## src/rtl/world_map_arbiter.sv

```systemverilog
// ============================================================================
// world_map_arbiter
//   Shares the world-map read port between the video scan path and the cpu
//   lookup path, routing each returned pixel back to its owner via a tag pipe.
//   Optional starvation guard for the cpu path: define ARB_STARVE_GUARD_EN.
// Revision: 1.0 - initial release
// ============================================================================
`default_nettype none
`timescale 1ns/1ps

module world_map_arbiter #(
   parameter int RD_LAT     = 1,
   parameter int STARVE_MAX = 15
) (
   input  logic       clk,
   input  logic       reset,
   input  logic       vid_req,
   input  logic [9:0] vid_row,
   input  logic [9:0] vid_col,
   output logic       vid_gnt,
   output logic       vid_rvalid,
   output logic [1:0] vid_pixel,
   input  logic       cpu_req,
   input  logic [9:0] cpu_row,
   input  logic [9:0] cpu_col,
   output logic       cpu_gnt,
   output logic       cpu_rvalid,
   output logic [1:0] cpu_pixel,
   output logic [9:0] map_row,
   output logic [9:0] map_col,
   input  logic [1:0] map_pixel,
   output logic       cpu_forced
);

   logic              force_cpu;
   logic              grant_any;
   logic [RD_LAT:0]   tag_valid;
   logic [RD_LAT:0]   tag_owner;   // 1 = cpu, 0 = video
   logic              ret_vid;
   logic              ret_cpu;

`ifdef ARB_STARVE_GUARD_EN
   localparam logic [7:0] STARVE_LIMIT = 8'(STARVE_MAX);

   logic [7:0] starve_cnt;

   assign force_cpu = reset & cpu_req & (starve_cnt == STARVE_LIMIT);

   // Counts only cycles where cpu is actually waiting; any withdrawal restarts the wait.
   always_ff @(posedge clk or negedge reset) begin
      if (!reset) begin
         starve_cnt <= 8'd0;
      end else if (!cpu_req || cpu_gnt) begin
         starve_cnt <= 8'd0;
      end else if (starve_cnt != STARVE_LIMIT) begin
         starve_cnt <= starve_cnt + 8'd1;
      end
   end
`else
   assign force_cpu = 1'b0;
`endif

   // Grants are gated by reset so nothing is accepted while the pipe is held clear.
   always_comb begin
      vid_gnt    = reset & vid_req & ~force_cpu;
      cpu_gnt    = reset & cpu_req & (~vid_req | force_cpu);
      cpu_forced = force_cpu;
   end

   assign grant_any = vid_gnt | cpu_gnt;
   assign ret_vid   = tag_valid[RD_LAT] & ~tag_owner[RD_LAT];
   assign ret_cpu   = tag_valid[RD_LAT] &  tag_owner[RD_LAT];

   always_ff @(posedge clk or negedge reset) begin
      if (!reset) begin
         map_row    <= 10'd0;
         map_col    <= 10'd0;
         tag_valid  <= '0;
         tag_owner  <= '0;
         vid_rvalid <= 1'b0;
         cpu_rvalid <= 1'b0;
         vid_pixel  <= 2'd0;
         cpu_pixel  <= 2'd0;
      end else begin
         if (grant_any) begin
            map_row <= cpu_gnt ? cpu_row : vid_row;
            map_col <= cpu_gnt ? cpu_col : vid_col;
         end
         // Stage k is visible k+1 cycles after the grant; the last stage lines up with map_pixel.
         tag_valid  <= {tag_valid[RD_LAT-1:0], grant_any};
         tag_owner  <= {tag_owner[RD_LAT-1:0], cpu_gnt};
         vid_rvalid <= ret_vid;
         cpu_rvalid <= ret_cpu;
         if (ret_vid) begin
            vid_pixel <= map_pixel;
         end
         if (ret_cpu) begin
            cpu_pixel <= map_pixel;
         end
      end
   end

endmodule

`default_nettype wire

```

## config.mk

```make
export PLATFORM = sky130hd
export DESIGN_NAME = world_map_arbiter
export DESIGN_NICKNAME = d
export VERILOG_FILES = /design/src/rtl/world_map_arbiter.sv
export SDC_FILE = /design/constraint.sdc
export NUM_CORES = 1
export LEC_CHECK = 0
export BUFFER_PORTS_ARGS = -buffer_cell sky130_fd_sc_hd__buf_4
export CELL_PAD_IN_SITES_DETAIL_PLACEMENT = 0
export CELL_PAD_IN_SITES_GLOBAL_PLACEMENT = 2
export CORE_UTILIZATION = 29
export DETAILED_ROUTE_END_ITERATION = 16
export PLACE_DENSITY_LB_ADDON = 0.1
export SLEW_MARGIN = 30
export SYNTH_ARGS = -nofsm -noshare
export SYNTH_HDL_FRONTEND = slang
export SYNTH_SLANG_ARGS = --single-unit
```

## constraint.sdc

```tcl
create_clock -name clk -period 3.1 [get_ports clk]
set_input_delay 0.155 -clock clk [delete_from_list [all_inputs] [get_ports clk]]
set_output_delay 0.155 -clock clk [all_outputs]
set_load 0.1 [all_outputs]
```

# Word-level counts from Yosys, hierarchy flattened
# Cells that the tools add are included.
[op_classes]
n_reduce_logical = 0
n_shift = 0
addsub = 0
mux = 2
order_cmp = 0
mul = 0
eq_ne = 0
n_bitwise = 8
n_div = 0
[ops]
columns = ["cell", "count"]
rows = [
  ["$mux 10", 2],
  ["$and 1x1->1", 5],
  ["$not 1->1", 2],
  ["$or 1x1->1", 1],
]
[word_totals]
romBits = 0
input_bits = 46
ff_bits = 30
wordCells = 18
n_memories = 0
latch_bits = 0
ram_bits = 0
output_inout_bits = 29

# Longest topological paths before layout
# Gate-level depths: netlist of the first run.
[logic_depth]
ltp_word = 3
mapped_depth = 4
mapped_depth_nobuf = 2

# Worst setup path after synthesis of the first run
# OpenSTA, ideal clock, no wires.
[synth_timing]
path_type = "input to register"
start = "in cpu_req"
end = "reg tag_owner[0]"
path_slack_ps = 1653
n_path_buf = 1
setup_ps = 209
arrival_time_ps = 1238
stages = 2
required_time_ps = 2891
cell_sequence = "clkbuf_1 > and3b_1"
[synth_via]
elab_chain_cells = 2
[synth_rtl]
columns = ["item", "line", "text"]
rows = [
  ["from (decl)", "23", "input logic cpu_req,"],
  ["$and 1x1->1 (2 in a row)", "66", "cpu_gnt = reset & cpu_req & (~vid_req | force_cpu);"],
  ["named net cpu_gnt", "26", "output logic cpu_gnt,"],
  ["to (signal assigned)", "91", "tag_owner <= {tag_owner[RD_LAT-1:0], cpu_gnt};"],
  ["to (decl)", "38", "logic [RD_LAT:0] tag_owner;"],
]
# The timed path passes the listed nets, and every way through them passes these cells.
# A chain may end at the register's enable or synchronous reset.

# Final worst setup path of the first run
[layout_timing]
start = "in reset"
end = "out vid_gnt"
[layout_via]
elab_chain_cells = 1
[layout_rtl]
columns = ["item", "line", "text"]
rows = [
  ["from (decl)", "16", "input logic reset,"],
  ["$and 1x1->1", "65", "vid_gnt = reset & vid_req & ~force_cpu;"],
  ["to (decl)", "20", "output logic vid_gnt,"],
]
# No other way between the ends.

==> results_dict.tcl, run 1 <==
set metrics [dict create \
    clk_latency_ps 270 \
    required_ps 2940 \
    netlist_instances 93 \
    switchingPower_w 0.0005939 \
    outcome "finished with violations" \
    io_buffers 73 \
    wirelength_um 3588 \
    start_kind "input port" \
    swShare_pct 41.40 \
    comb_power_share_pct 40.0 \
    io_pins 75 \
    drt_iter0_markers 55 \
    seqCellArea_um2 750.7 \
    layout-drive-gt1-share_pct 53.05 \
    grt_max_degree 30 \
    antenna-diode-count 0 \
    die_area_um2 5017 \
    drc 2 \
    start_util_pct 30.91 \
    fillCellCount 425 \
    worstMarginPinSlew_ps 768.7 \
    slew_headroom_pct 48.75 \
    violations "design-rule violations" \
    dr.pass1.iters 10 \
    grt_pass1_vias 1139 \
    pwr-share-seq_pct 32.5 \
    postCtsSetupBuffers 0 \
    worst-path-max-fanout 29 \
    overflow 0 \
    maxCapViolations 0 \
    grt_usage_pct 14.33 \
    avgSynthCellArea_um2 14.77 \
    max_freq_mhz 467.6 \
    worstSetupPathType "input port to output pin" \
    syn_nets 139 \
    core_area_um2 4444 \
    rsz0062_at_grt "no" \
    grt_pass1_wl_um 5561 \
    wl_per_cell_um 16.61 \
    cp.arrival_ps 1980 \
    syn_area_um2 1374 \
    slew_violations 0 \
    vias_per_cell 5.102 \
    layout.cells.non_filler 216 \
    postCtsHoldBufs 1 \
    clockRootBuffer "clkbuf_8" \
    path_clk_slew_ps 60 \
    yosys_warnings 0 \
    placed_cells 208 \
    numCtsBuffers 5 \
    setup_viol_count_final 0 \
    postRouteAntennaNets 0 \
    antenna_found_initial 0 \
    skew_ps 4.239 \
    die_y_um 70.83 \
    die_w_um 70.83 \
    power_frac_clock_pct 27.5 \
    ys_types 15 \
    tns_ps 0 \
    cts_max_path_buffers 2 \
    syn2layout_area_growth_pct 48.36 \
    post-route-min-period_ps 2139 \
    layout_common_cells "74 x buf_4, 30 x dfrtp_1, 20 x nand4bb_1, 19 x o221a_1, 6 x clkbuf_8" \
    p_leak_nw 0.9084 \
    dr_total_vias 1102 \
    post-route-period-util_pct 68.99 \
    total_power_w 0.001435 \
    cts_resized 0 \
    multi_input_area_um2 536.8 \
    layout_commonest_cell "buf_4" \
    place_hpwl_um 2475 \
    nets 210 \
    num_rows 24 \
    ys_ff_latch 30 \
    cp-end-kind "output pin" \
    ir_drop_mv 0.2364 \
    cts-htree-levels 2 \
    hold_violations 0 \
    synth.yosys.seq_area_share_pct 54.64 \
    gp_congestion 0.6897 \
    powerDensity_nw_per_um2 703.9 \
    hold_path_class "input port to flip-flop" \
    clock_sinks 30 \
    intPower_w 0.0008407 \
    cts_tree "done" \
]
-- registers in the layout, indices dropped and copies added, names as in the netlist --
register	cells
cpu_pixel	2
cpu_rvalid	1
map_col	10
map_row	10
tag_owner	2
tag_valid	2
vid_pixel	2
vid_rvalid	1
-- synth_stat cells --
master | instances | area share (%)
nand2_4 | 1 | 0.82
dfrtp_1 | 30 | 55
nor2b_1 | 1 | 0.46
o21a_1 | 1 | 0.55
clkbuf_1 | 4 | 1.1
inv_1 | 2 | 0.55
o221a_1 | 19 | 16
nand2_1 | 1 | 0.27
o221a_2 | 1 | 0.82
buf_6 | 3 | 2.5
conb_1 | 1 | 0.27
mux2_2 | 4 | 3.3
buf_4 | 4 | 2.2
nand4bb_1 | 20 | 16
and3b_1 | 1 | 0.64
-- power by group through the flow --
stage          Clock, W  Combinational (W)  Sequential, W
5_1_grt        0.000417           0.000590       0.000473
2_1_floorplan         0          0.0000939       0.000808
3_3_place_gp          0           0.000574       0.000473
6_report       0.000394           0.000574       0.000467
4_1_cts        0.000405           0.000578       0.000467
3_5_place_dp          0           0.000576       0.000474
-- worst max-delay path: stages --
cell and delay, ps:
dlygate4sd3_1 520, buf_4 300, buf_4 370, nand2_4 230, inv_1 100, buf_4 290
-- worst paths after layout --
| check | from | to | cells past startpoint | slack [ps] |
|---|---|---|---|---|
| setup / recovery | reset | vid_gnt | 6 | 960 |
| hold / removal | map_pixel[0] | cpu_pixel[0] | 2 | 120 |
| setup reg to reg | tag_owner[1] | vid_pixel[0] | 2 | 2010 |
| hold reg to reg | tag_owner[0] | tag_owner[1] | 0 | 350 |
| max in group asynchronous | reset | tag_valid[0] | 3 | 2170 |
| min in group asynchronous | reset | map_row[0] | 2 | 310 |
-- metrics by stage --
stage / util, % / hold WS, ps / setup WS, ps / cell area [µm²]
after floorplan: - / -140.6 / 1653 / 1374
after global placement: 43.10 / 66.63 / 1487 / 1916
after detailed placement: 43.10 / 68.06 / 1470 / 1916
after CTS: 45.86 / 114.9 / 923.4 / 2038
after global routing: 45.86 / 119.9 / 815.9 / 2038
final: 45.86 / 123.1 / 961.3 / 2038
-- kinds of logic (layout without fill, tap and decap cells) --
logic type,after synthesis,in the layout,share of synthesized area (%)
compound gates,21,21,16.94
simple gates,24,24,18.58
buf+inv,13,84,6.284
mux,4,4,3.278
other cells,1,1,0.2730
flops,30,30,54.64
-- area by class of cell --
cell class,instances,share of cell area [%]
multi-input cells,50,26.34
well taps,52,3.192
flip-flops and latches,30,36.83
inverters,2,0.3683
repair buffers,75,27.75
clock inverters,1,1.473
clock buffers,6,4.052
-- metal layers --
layer  part of all wire, %  global-route usage, %  vias to the layer above  wire length [µm]
li1                      -                      -                      517                 -
met1                    44                  18.57                      533              1565
met2                    49                  23.29                       47              1745
met3                   6.7                  3.561                        5               241
met4                   1.0                  5.333                        0                36
met5                     0                      0                        -                 0
(Power assumes the default switching activity.)
==> run 2, diff against run 1 <==
CORE_UTILIZATION = 24   (was 29)
clock period = 1.9 ns   (was 3.1 ns; I/O delays follow)
==> results_dict.tcl, run 2 (synthesis results as in run 1) <==
set metrics [dict create \
    outcome "completed" \
    cts_max_path_buffers 2 \
    num_rows 27 \
    antenna-diode-count 0 \
    worstMarginPinSlew_ps 807.8 \
    dr.pass1.iters 6 \
    fillCellCount 551 \
    cp-end-kind "output pin" \
    tns_ps 0 \
    cp.arrival_ps 1630 \
    p_leak_nw 0.9133 \
    grtUsageMet2_pct 20.71 \
    postRouteAntennaNets 0 \
    die_w_um 77.66 \
    clk_latency_ps 280 \
    r2r_cells 2 \
    numCtsBuffers 5 \
    wl_per_cell_um 15.47 \
    start_kind "input port" \
    pwr-share-seq_pct 33.1 \
    layout_commonest_cell "buf_4" \
    slew_violations 0 \
    die_area_um2 6031 \
    dr_total_vias 1103 \
    setup_viol_count_final 0 \
    grt_usage_pct 12.78 \
    ir_drop_mv 0.4873 \
    grt_use_met1_pct 15.50 \
    cts-htree-levels 2 \
    top_regs "map_col x10, map_row x10" \
    hp-start "map_pixel[0]" \
    worstSetupPathType "input port to output pin" \
    slew_headroom_pct 46.15 \
    max_freq_mhz 578.2 \
    io_buffers 73 \
    place_hpwl_um 2484 \
    holdPathEnd "vid_pixel[0]" \
    start_util_pct 24.95 \
    hold_path_class "input port to flip-flop" \
    post-route-min-period_ps 1729 \
    maxCapViolations 0 \
    io_pins 75 \
    drc 0 \
    clock_sinks 30 \
    post-route-period-util_pct 91.02 \
    seqCellArea_um2 750.7 \
    required_ps 1800 \
    grt_pass1_wl_um 5830 \
    overflow 0 \
    grt_max_degree 42 \
    multi_input_area_um2 536.8 \
    power_frac_clock_pct 26.0 \
    die_y_um 77.66 \
    comb_power_share_pct 40.9 \
    gp_congestion 0.6683 \
    worst-path-max-fanout 41 \
    powerDensity_nw_per_um2 1110 \
    grt-busiest-layer "met2" \
    swShare_pct 42.59 \
    intPower_w 0.001321 \
    grt_pass1_vias 1193 \
    reg2reg_to "vid_pixel[1]" \
    wirelength_um 3667 \
    vias_per_cell 4.654 \
    worstReg2RegStart "tag_owner[1]" \
    clockRootBuffer "clkbuf_8" \
    grtUsageMet3_pct 3.765 \
    postCtsSetupBuffers 0 \
    cts_tree "done" \
    finalCoreUtilization_pct 37.65 \
    r2r_slack_ps 830 \
    syn2layout_area_growth_pct 50.91 \
    core_area_um2 5507 \
    switchingPower_w 0.0009801 \
    path_clk_slew_ps 60 \
    hold_violations 0 \
    skew_ps 4.822 \
    drt_iter0_markers 33 \
    rsz0062_at_grt "no" \
    nets 210 \
    antenna_found_initial 0 \
    layout-drive-gt1-share_pct 53.33 \
    hold_depth 2 \
    layout_common_cells "73 x buf_4, 30 x dfrtp_1, 20 x nand4bb_1, 19 x o221a_1, 8 x clkbuf_8" \
]
==> run 2: cell types whose count changed in the layout (fill, tap and decap cells not counted) <==
cell | before | now
clkbuf_8 | 6 | 8
buf_12 | 0 | 1
buf_4 | 74 | 73
bufinv_16 | 1 | 0
==> run 2: what timing repair did <==
item,4_1_cts,5_1_grt
hold endpoints to repair,30,0
gates resized for setup,0,0
hold buffers,1,0
==> run 2: cell type report <==
class	count	share of cell area, %
Tap cell	72	4.345
Inverter	2	0.3621
Sequential cell	30	36.21
Multi-Input combinational cell	50	25.89
Clock buffer	8	5.311
Timing Repair Buffer	75	27.88
==> run 2: how the worst max path moves through the flow <==
stage / from / cells past startpoint / end
after floorplan: cpu_req / 2 / tag_owner[0]
final: reset / 5 / cpu_gnt
after global routing: reset / 5 / cpu_gnt
after global placement: cpu_req / 3 / map_row[9]
after CTS: reset / 5 / cpu_gnt
after detailed placement: cpu_req / 3 / map_row[9]
==> run 2: critical path: stages <==
cell and delay, ps:
dlygate4sd3_1 520, buf_4 220, buf_12 240, and3b_1 220
buf_4 300
==> run 2: routing by layer <==
layer  part of all wire (%)  up-vias
li1                       -      515
met1                     44      544
met2                     49       42
met3                    5.9        2
met4                   0.41        0
met5                      0        -
==> run 2: power groups by stage <==
stage | sequential [W] | combinational, W | clock, W
finish | 0.000762 | 0.000940 | 0.000598
global placement | 0.000774 | 0.000940 | 0
floorplan | 0.00132 | 0.000153 | 0
detailed placement | 0.000773 | 0.000946 | 0
CTS | 0.000764 | 0.000947 | 0.000616
global route | 0.000773 | 0.000968 | 0.000636
==> run 2: through the flow <==
stage | power, W | setup slack, ps | instance area [µm²] | hold slack [ps] | cells
3_3_place_gp | 0.001714 | 471.7 | 1953 | -46.99 | 228
3_5_place_dp | 0.001719 | 430.4 | 1953 | -45.13 | 228
6_report | 0.002301 | 170.5 | 2073 | 63.67 | 237
4_1_cts | 0.002327 | 154.8 | 2073 | 55.65 | 237
2_1_floorplan | 0.001472 | 513.2 | 1374 | -200.6 | 93
5_1_grt | 0.002377 | 69.14 | 2073 | 62.43 | 237
